===== src/rtl/cache_defs.sv =====
// cache_defs: line/address widths shared by the dcache and victim cache,
// plus the state type of the dcache-side victim controller.
package cache_defs;
    localparam int DCACHE_LINE_WIDTH = 128;
    localparam int VICTIM_ADDR_BITS  = 28;
    typedef enum logic [2:0] {IDLE, PROBE, MEM, VWRITE, DONE} vc_ctrl_state_t;
endpackage


===== src/rtl/vc_sat_counter.sv =====
// vc_sat_counter: event counter that sticks at all-ones instead of wrapping.
module vc_sat_counter #(
    parameter int STAT_W = 32
) (
    input  logic              clk,
    input  logic              rst,
    input  logic              inc_i,
    output logic [STAT_W-1:0] cnt_o
);
    logic [STAT_W-1:0] cnt_q;
    always_ff @(posedge clk or negedge rst) begin
        if (!rst) cnt_q <= '0;
        else if (inc_i && !(&cnt_q)) cnt_q <= cnt_q + 1'b1;
    end
    assign cnt_o = cnt_q;
endmodule


===== src/rtl/dcache_victim_ctrl.sv =====
// dcache_victim_ctrl: serves one dcache line miss at a time from the victim cache or
// memory, writes the evicted line into the victim cache, then returns the fill.
module dcache_victim_ctrl
    import cache_defs::*;
#(
    parameter int LINE_W  = DCACHE_LINE_WIDTH,
    parameter int VADDR_W = VICTIM_ADDR_BITS,
    parameter int STAT_W  = 32
) (
    input  logic               clk,
    input  logic               rst,
    input  logic               flush_i,
    input  logic               miss_req_i,
    input  logic [VADDR_W-1:0] miss_addr_i,
    input  logic               evict_valid_i,
    input  logic [VADDR_W-1:0] evict_addr_i,
    input  logic [LINE_W-1:0]  evict_data_i,
    output logic               miss_ack_o,
    output logic [LINE_W-1:0]  fill_data_o,
    output logic               fill_src_o,
    output logic [VADDR_W-1:0] vc_addr_o,
    output logic [LINE_W-1:0]  vc_data_o,
    output logic               vc_wr_en_o,
    input  logic [LINE_W-1:0]  vc_data_i,
    input  logic               vc_hit_i,
    output logic               mem_req_o,
    output logic [VADDR_W-1:0] mem_addr_o,
    input  logic               mem_ack_i,
    input  logic [LINE_W-1:0]  mem_data_i,
    output logic [STAT_W-1:0]  hit_cnt_o,
    output logic [STAT_W-1:0]  miss_cnt_o
);
    vc_ctrl_state_t     state_q;
    logic [VADDR_W-1:0] miss_addr_q, evict_addr_q, vc_addr_q, mem_addr_q;
    logic [LINE_W-1:0]  evict_data_q, fill_q, fill_d, vc_data_q;
    logic               evict_valid_q, fill_src_q, vc_wr_en_q, mem_req_q, ack_q;
    logic               fill_ok, hit_inc, miss_inc;

    assign fill_ok  = (state_q == PROBE && vc_hit_i) || (state_q == MEM && mem_ack_i);
    assign fill_d   = state_q == PROBE ? vc_data_i : mem_data_i;
    assign hit_inc  = state_q == PROBE && vc_hit_i && !flush_i;
    assign miss_inc = state_q == PROBE && !vc_hit_i && !flush_i;

    // Per-cycle strobes default low; each branch sets what the next state drives.
    always_ff @(posedge clk or negedge rst) begin
        if (!rst) begin
            state_q       <= IDLE;
            miss_addr_q   <= '0;
            evict_addr_q  <= '0;
            evict_data_q  <= '0;
            evict_valid_q <= 1'b0;
            fill_q        <= '0;
            fill_src_q    <= 1'b0;
            vc_addr_q     <= '0;
            vc_data_q     <= '0;
            vc_wr_en_q    <= 1'b0;
            mem_req_q     <= 1'b0;
            mem_addr_q    <= '0;
            ack_q         <= 1'b0;
        end else begin
            vc_addr_q  <= '0;
            vc_data_q  <= '0;
            vc_wr_en_q <= 1'b0;
            mem_req_q  <= 1'b0;
            mem_addr_q <= '0;
            ack_q      <= 1'b0;
            if (flush_i) begin
                state_q <= IDLE;
            end else if (state_q == IDLE) begin
                if (miss_req_i) begin
                    miss_addr_q   <= miss_addr_i;
                    evict_valid_q <= evict_valid_i;
                    evict_addr_q  <= evict_addr_i;
                    evict_data_q  <= evict_data_i;
                    vc_addr_q     <= miss_addr_i;
                    state_q       <= PROBE;
                end
            end else if (fill_ok) begin
                fill_q     <= fill_d;
                fill_src_q <= state_q == PROBE;
                vc_wr_en_q <= evict_valid_q;
                vc_addr_q  <= evict_valid_q ? evict_addr_q : '0;
                vc_data_q  <= evict_valid_q ? evict_data_q : '0;
                ack_q      <= !evict_valid_q;
                state_q    <= evict_valid_q ? VWRITE : DONE;
            end else if (state_q == PROBE || state_q == MEM) begin
                mem_req_q  <= 1'b1;
                mem_addr_q <= miss_addr_q;
                state_q    <= MEM;
            end else if (state_q == VWRITE) begin
                ack_q   <= 1'b1;
                state_q <= DONE;
            end else begin
                state_q <= IDLE;
            end
        end
    end

    // Flush must silence the strobes in the very cycle it is raised.
    assign miss_ack_o  = ack_q & ~flush_i;
    assign fill_data_o = miss_ack_o ? fill_q : '0;
    assign fill_src_o  = fill_src_q;
    assign vc_addr_o   = vc_addr_q;
    assign vc_data_o   = vc_data_q;
    assign vc_wr_en_o  = vc_wr_en_q & ~flush_i;
    assign mem_req_o   = mem_req_q & ~flush_i;
    assign mem_addr_o  = mem_addr_q;

    vc_sat_counter #(.STAT_W(STAT_W)) u_hit_cnt (
        .clk   (clk),
        .rst   (rst),
        .inc_i (hit_inc),
        .cnt_o (hit_cnt_o)
    );

    vc_sat_counter #(.STAT_W(STAT_W)) u_miss_cnt (
        .clk   (clk),
        .rst   (rst),
        .inc_i (miss_inc),
        .cnt_o (miss_cnt_o)
    );
endmodule


===== config.mk =====
export PLATFORM = sky130hd
export DESIGN_NAME = dcache_victim_ctrl
export DESIGN_NICKNAME = d
export VERILOG_FILES = /design/src/rtl/cache_defs.sv /design/src/rtl/vc_sat_counter.sv /design/src/rtl/dcache_victim_ctrl.sv
export SDC_FILE = /design/constraint.sdc
export NUM_CORES = 1
export LEC_CHECK = 0
export ABC_AREA = 1
export BUFFER_PORTS_ARGS = -buffer_cell sky130_fd_sc_hd__buf_2
export CAP_MARGIN = 5
export CORE_AREA = 2 2 322 324
export CTS_CLUSTER_SIZE = 10
export DETAILED_ROUTE_END_ITERATION = 8
export DIE_AREA = 0 0 324 326
export PLACE_DENSITY = 0.56
export RECOVER_POWER = 25
export SLEW_MARGIN = 20
export SYNTH_ARGS = -nofsm -noshare
export SYNTH_HDL_FRONTEND = slang
export SYNTH_HIERARCHICAL = 1
export SYNTH_SLANG_ARGS = --single-unit

===== constraint.sdc =====
create_clock -name clk -period 4.12 [get_ports clk]
set_input_delay 0.824 -clock clk [delete_from_list [all_inputs] [get_ports clk]]
set_output_delay 0.824 -clock clk [all_outputs]
set_load 0.005 [all_outputs]

==> results by group, run 1 <==
Detailed routing
  – DRT iter0 DRCs: 1698
  – DR pass1 iterations: 5
  – WL/cell: 17.7 um
  – Vias: 22990
  – Post-route DRC: 0
  – Vias per cell: 4.25
  – Post-DRT Antenna Nets: 0
  – Routed WL: 95.5 mm

Clock network
  – TritonCTS Buffers: 71
  – Reg clk slew, reported paths: 50 ps
  – Gates resized, CTS repair: 0
  – Maximum buffer depth of the clock tree: 3
  – Total clock sinks: 568
  – H-tree levels: 3
  – CTS tree: done
  – Clk_lat worst skew: 650 ps
  – Post CTS Setup Buffer Count: 0
  – CTS Hold Bufs: 0
  – CTS Root Buffer Type: clkbuf_16

Flow run
  – # Max-Cap Violations: 1

Floorplanning
  – Initial core utilization: 0.246
  – Core area: 0.103 mm2
  – Row count: 118
  – Die Ht: 326 um
  – Die width: 324 um
  – I/O Pins: 827
  – Die ar.: 0.106 mm2

STA
  – Setup repair after global routing missed its margin: false
  – Slew @ Worst Pin: 2730 ps
  – Fin. Hold Viols: 0
  – Final setup violation count: 0
  – Setup TNS: 0 ps
  – Max-slew violation count: 82
  – Max Fclk: 301 MHz
  – Rel. slew slack: -0.822
  – Final Cycle Share: 0.807
  – Final setup skew: 42.1 ps
  – Min Tclk post-route: 3320 ps

Yosys
  – Synth warn: 6
  – Most common library cells after synthesis: 1047 x nand2_1, 568 x dfrtp_1, 465 x inv_1
  – Top_reg_cell synth: dfrtp_1
  – Yosys top cell by area: dfrtp_1
  – Post-Syn Nets: 3641
  – Syn_area_per_cell: 7.90 um2
  – Number of flops mapped to enable cells by yosys: 0
  – Synth async-reset ratio: 1.00
  – Top-count cell post-synth: nand2_1
  – Synthesized cell area: 0.0252 mm2
  – Yosys cell types: 28
  – Synth top area share: 0.564
  – Seq/Total Area, Yosys: 0.564
  – #FFs+latches synth: 568
  – Synth area leaders: dfrtp_1 56%, nand2_1 16%, inv_1 6.9%
  – Syn Inst Count: 3192

Placement
  – I/O Buffers: 826
  – Final GP Congestion: 0.908
  – DPL Wire Length: 72.1 mm

Run status
  – Violated checks: capacitance limit, slew limit
  – Status: complete, but fails checks

Worst setup path
  – Worst path required time: 3300 ps
  – Largest fanout on the critical path: 36
  – Setup crit start: flush_i
  – Crit path kind: input pin to output port
  – Nature of the critical path startpoint: input pin
  – CP Cell Sequence: buf_2 -> inv_6 -> nand2_4 -> buf_4 -> nor2_1 -> buf_2
  – Flop2flop setup slack: 1730 ps
  – Critical path's slowest cell: nand2_4
  – CP Buf/Inv Count: 4
  – Cell mode on critical path: buf_2
  – CP Capture Type: output port
  – Worst path arrival time: 2500 ps
  – Delay-heaviest family, CP: buffers and inverters
  – Reg2reg start: state_q[1]
  – Max incr delay on CP: 430 ps

Cells and area
  – Share of layout cells above drive strength 1: 0.245
  – Final-layout fill cell count: 11046
  – Post-layout util: 0.322
  – Nets: 4425
  – Area Overhead vs Synth: 31.2%

Pwr
  – PwrDens: 560 mW/mm2
  – Max VDD drop: 0.358 mV
  – Final Power: 18.5 mW
  – Leak: 18.6 nW

GRT
  – Number of antenna violations at the first check in global routing: 51
  – First-pass GRT wire length: 140 mm
  – Pin count of the biggest net entering global routing: 143
  – Overflow after GRT: 0
  – Vias in the first global route: 22297
  – GRT Overall Usage: 0.176

Hold path
  – Worst Min Path Start: evict_addr_i[27]
  – Hold Path Class: input pin to flip-flop
==> layout make-up <==
class                      instances  area, um2  share of cell area
timing repair buffer             875       4620               0.140
sequential                       568      14200               0.430
clock buffer                      96       1990              0.0602
tap                             1380       1730              0.0522
inverter                         479       1810              0.0547
antenna                           16       40.0             0.00121
clock inverter                    10        186             0.00563
multi-input combinational       1981       8500               0.257
==> worst reg2reg max path: stages (launching register included) <==
cell and delay (ps):
dfrtp_1 410, inv_1 160, nand3_4 130, nor2_1 110
nand2_1 260, inv_1 260, nand2_1 70, nor2_1 180
nand3_1 160, nor3_1 300, nand2_1 100, nand2_1 60
nand2_1 50
==> cell families after synthesis <==
family | after synthesis | share of synthesized area
AND/OR/NAND/NOR | 1665 | 0.267
XOR/XNOR | 24 | 0.00834
flip-flops | 568 | 0.564
adder cells (fa/ha/maj) | 2 | 0.000992
buffers and inverters | 643 | 0.102
AO/OA/AOI/OAI | 290 | 0.0579
==> cells in the final DEF, fill, tap and decap left out, types with 2 or more instances in the layout <==
master	netlist	final
a21oi_2	2	2
and2_1	2	2
buf_12	0	13
buf_2	76	825
buf_4	7	25
clkbuf_1	73	25
clkbuf_16	0	72
clkbuf_8	0	10
clkinv_1	4	4
clkinv_16	0	3
dfrtp_1	568	568
diode_2	0	16
ha_1	2	2
inv_1	465	465
inv_2	10	8
inv_6	0	2
nand2_1	1047	1045
nand2_2	3	2
nand2_4	2	4
nand3_1	164	162
nand3_4	2	4
nand3b_1	39	39
nand4_1	12	12
nor2_1	359	359
nor2_2	2	2
nor2_4	2	2
nor3_1	31	30
o21ai_0	277	277
o21ai_1	10	10
xnor2_1	12	12
xor2_1	12	12
==> flip-flops by register name, summed over array words and instances, names as in the netlist <==
register and count:
ack_q 1, evict_addr_q 28, evict_data_q 128, evict_valid_q 1, fill_q 128, fill_src_o 1
mem_addr_o 28, mem_req_q 1, miss_addr_q 28, state_q 3, u_hit_cnt/cnt_o 32, u_miss_cnt/cnt_o 32
vc_addr_o 28, vc_data_o 128, vc_wr_en_q 1
==> per-layer routing <==
layer,vias to the layer above,track usage,wire length (um)
met5,-,0,244
met1,10704,0.218,39000
met2,877,0.285,44100
li1,11193,-,-
met3,178,0.0589,9160
met4,38,0.0647,3050
==> metrics by stage <==
stage / worst slack, ps / hold slack (ps) / instances / cell area [um2]
2_1_floorplan: 1730 / 449 / 3192 / 25200
3_3_place_gp: 628 / 455 / 5283 / 30900
3_5_place_dp: 594 / 465 / 5283 / 30900
4_1_cts: 597 / 221 / 5389 / 33100
5_1_grt: 455 / 346 / 5397 / 33100
6_report: 796 / 375 / 5405 / 33100
==> path summary, 6_finish.rpt <==
| path | end | cells past startpoint |
|---|---|---|
| max | fill_data_o[109] | 6 |
| min | evict_addr_q[27] | 3 |
| max reg2reg | u_hit_cnt/cnt_o[20] | 12 |
| min reg2reg | vc_data_o[52] | 2 |
| max in group asynchronous | vc_data_o[96] | 2 |
| min in group asynchronous | vc_data_o[65] | 1 |
==> report_power, final <==
group          internal (mW)  switching [mW]  leakage, nW
clock                   3.45            2.49         1.05
sequential              7.20           0.684         7.44
combinational           1.54            3.19         10.1
Power figures use the tool's default switching activity.
==> inputs of run 2 (changes only) <==
- PLACE_DENSITY: 0.56 -> 0.57
- clock period: 4.12 -> 2.7 ns (I/O delays scaled with it)
==> run 2 against run 1 <==
  * The flow now finishes without violations
  * Sequential power rose by 52%
  * Final cell count barely moved
  * Combinational power rose by 54%
  * Cell area fell by 0.17%
  * Clock skew fell by 13 ps
  * Largest cell class unchanged
==> results by group, run 2 (synthesis gave the netlist of run 1 again) <==
Clock network
  – CTS tree: done
  – Total clock sinks: 568
  – H-tree levels: 3
  – TritonCTS Buffers: 69
  – Maximum buffer depth of the clock tree: 3
  – Clk_lat worst skew: 630 ps
  – CTS Root Buffer Type: clkbuf_16
  – Reg clk slew, reported paths: 60 ps
  – Gates resized, CTS repair: 0

Run status
  – Status: finished, final reports clean

STA
  – Fin. Hold Viols: 0
  – Setup TNS: 0 ps
  – Final Cycle Share: 0.946
  – Worst Setup Slack, final: 147 ps
  – Max Fclk: 392 MHz
  – Rel. slew slack: 0.0294
  – Max-slew violation count: 0
  – Final setup violation count: 0
  – Hold WS: 111 ps
  – Slew @ Worst Pin: 1460 ps
  – Setup repair after global routing missed its margin: false
  – Final setup skew: 29.0 ps
  – Min Tclk post-route: 2550 ps

Worst setup path
  – Largest fanout on the critical path: 63
  – Worst path required time: 2160 ps
  – Worst path arrival time: 2010 ps
  – Crit path kind: flip-flop to output port
  – Max incr delay on CP: 390 ps
  – CP Capture Type: output port
  – Worst R2R Path Depth: 14
  – Cell mode on critical path: buf_12
  – CP Cell Sequence: nand2_4 -> buf_12 -> buf_12 -> nor2_1 -> buf_2
  – Nature of the critical path startpoint: flip-flop
  – Critical path's slowest cell: dfrtp_1

Placement
  – I/O Buffers: 826
  – Pre-CTS setup slack: 345 ps
  – Final GP Congestion: 0.905
  – DPL Wire Length: 73.3 mm

Detailed routing
  – Vias per cell: 4.26
  – WL/cell: 17.8 um
  – Routed WL: 96.1 mm
  – DRT iter0 DRCs: 1696
  – Post-DRT Antenna Nets: 0
  – Post-route DRC: 0
  – DR pass1 iterations: 5
  – Vias: 23027

Floorplanning
  – Die width: 324 um
  – Die ar.: 0.106 mm2
  – Row count: 118
  – I/O Pins: 827
  – Initial core utilization: 0.246
  – Core area: 0.103 mm2
  – Die Ht: 326 um

Cells and area
  – FF+latch area: 0.0142 mm2
  – Area of the multi-input gates: 0.00850 mm2
  – Most frequent cells in the layout: 1045 x nand2_1, 826 x buf_2, 568 x dfrtp_1
  – Final-layout fill cell count: 10982
  – Nets: 4443
  – Area Overhead vs Synth: 31.0%
  – Most common cell after layout, fill and taps aside: nand2_1
  – Share of layout cells above drive strength 1: 0.247

Pwr
  – PwrDens: 838 mW/mm2
  – Final Power: 27.7 mW
  – Max VDD drop: 0.657 mV
  – Leak: 18.6 nW

Hold path
  – Hold path cells: 3
  – Hold Path Class: input pin to flip-flop

GRT
  – First-pass GRT wire length: 140 mm
  – GRT Overall Usage: 0.177
  – Number of antenna violations at the first check in global routing: 62
  – Pin count of the biggest net entering global routing: 186
  – Vias in the first global route: 22370
  – Overflow after GRT: 0

Flow run
  – # Max-Cap Violations: 0
run 2: layout make-up:
class / count / share of cell area
Antenna cell: 12 / 0.000909
Clock buffer: 83 / 0.0551
Clock inverter: 10 / 0.00401
Inverter: 479 / 0.0548
Multi-Input combinational cell: 1981 / 0.257
Sequential cell: 568 / 0.430
Tap cell: 1380 / 0.0523
Timing Repair Buffer: 895 / 0.145
run 2: per-stage QoR:
| step | util | area [um2] | cells |
|---|---|---|---|
| floorplan | - | 25200 | 3192 |
| global placement | 0.304 | 31200 | 5302 |
| detailed placement | 0.304 | 31200 | 5302 |
| CTS | 0.323 | 33100 | 5396 |
| global route | 0.322 | 33000 | 5403 |
| finish | 0.322 | 33000 | 5408 |
run 2: worst max-delay path: cells and delay by family, from the launching register on:
| family | cells | cell delay, ps |
|---|---|---|
| and+or+nand+nor | 2 | 260 |
| DFF | 1 | 390 |
| buffers and inverters | 3 | 620 |
run 2: timing repair:
item,4_1_cts,5_1_grt
endpoints found under the hold margin,36,0
buffers inserted,0,0
hold buffers,1,0
run 2: worst paths after layout:
kind                                       end  slack [ps]       startpoint
setup / recovery               fill_data_o[93]         150            ack_q
hold / removal                 evict_addr_q[8]         110  evict_addr_i[8]
setup reg to reg           u_hit_cnt/cnt_o[28]         560       state_q[1]
hold reg to reg                     fill_q[14]         470       fill_q[14]
max in group asynchronous           fill_q[25]         380              rst
min in group asynchronous  u_miss_cnt/cnt_o[1]         500              rst
run 2: where the power goes:
group	leakage (nW)	total, mW	switching, mW	internal, mW
sequential	7.44	12.0	1.05	11.0
combinational	10.2	7.29	4.86	2.43
clock	0.948	8.35	3.60	4.75
total	18.6	27.7	9.51	18.2
run 2: layer usage:
layer / up-vias / global-route usage / routed length [um]
met5: - / 0 / 391
met4: 66 / 0.0712 / 3970
met3: 235 / 0.0713 / 10200
met2: 882 / 0.287 / 44600
met1: 10644 / 0.207 / 37000
li1: 11200 / - / -
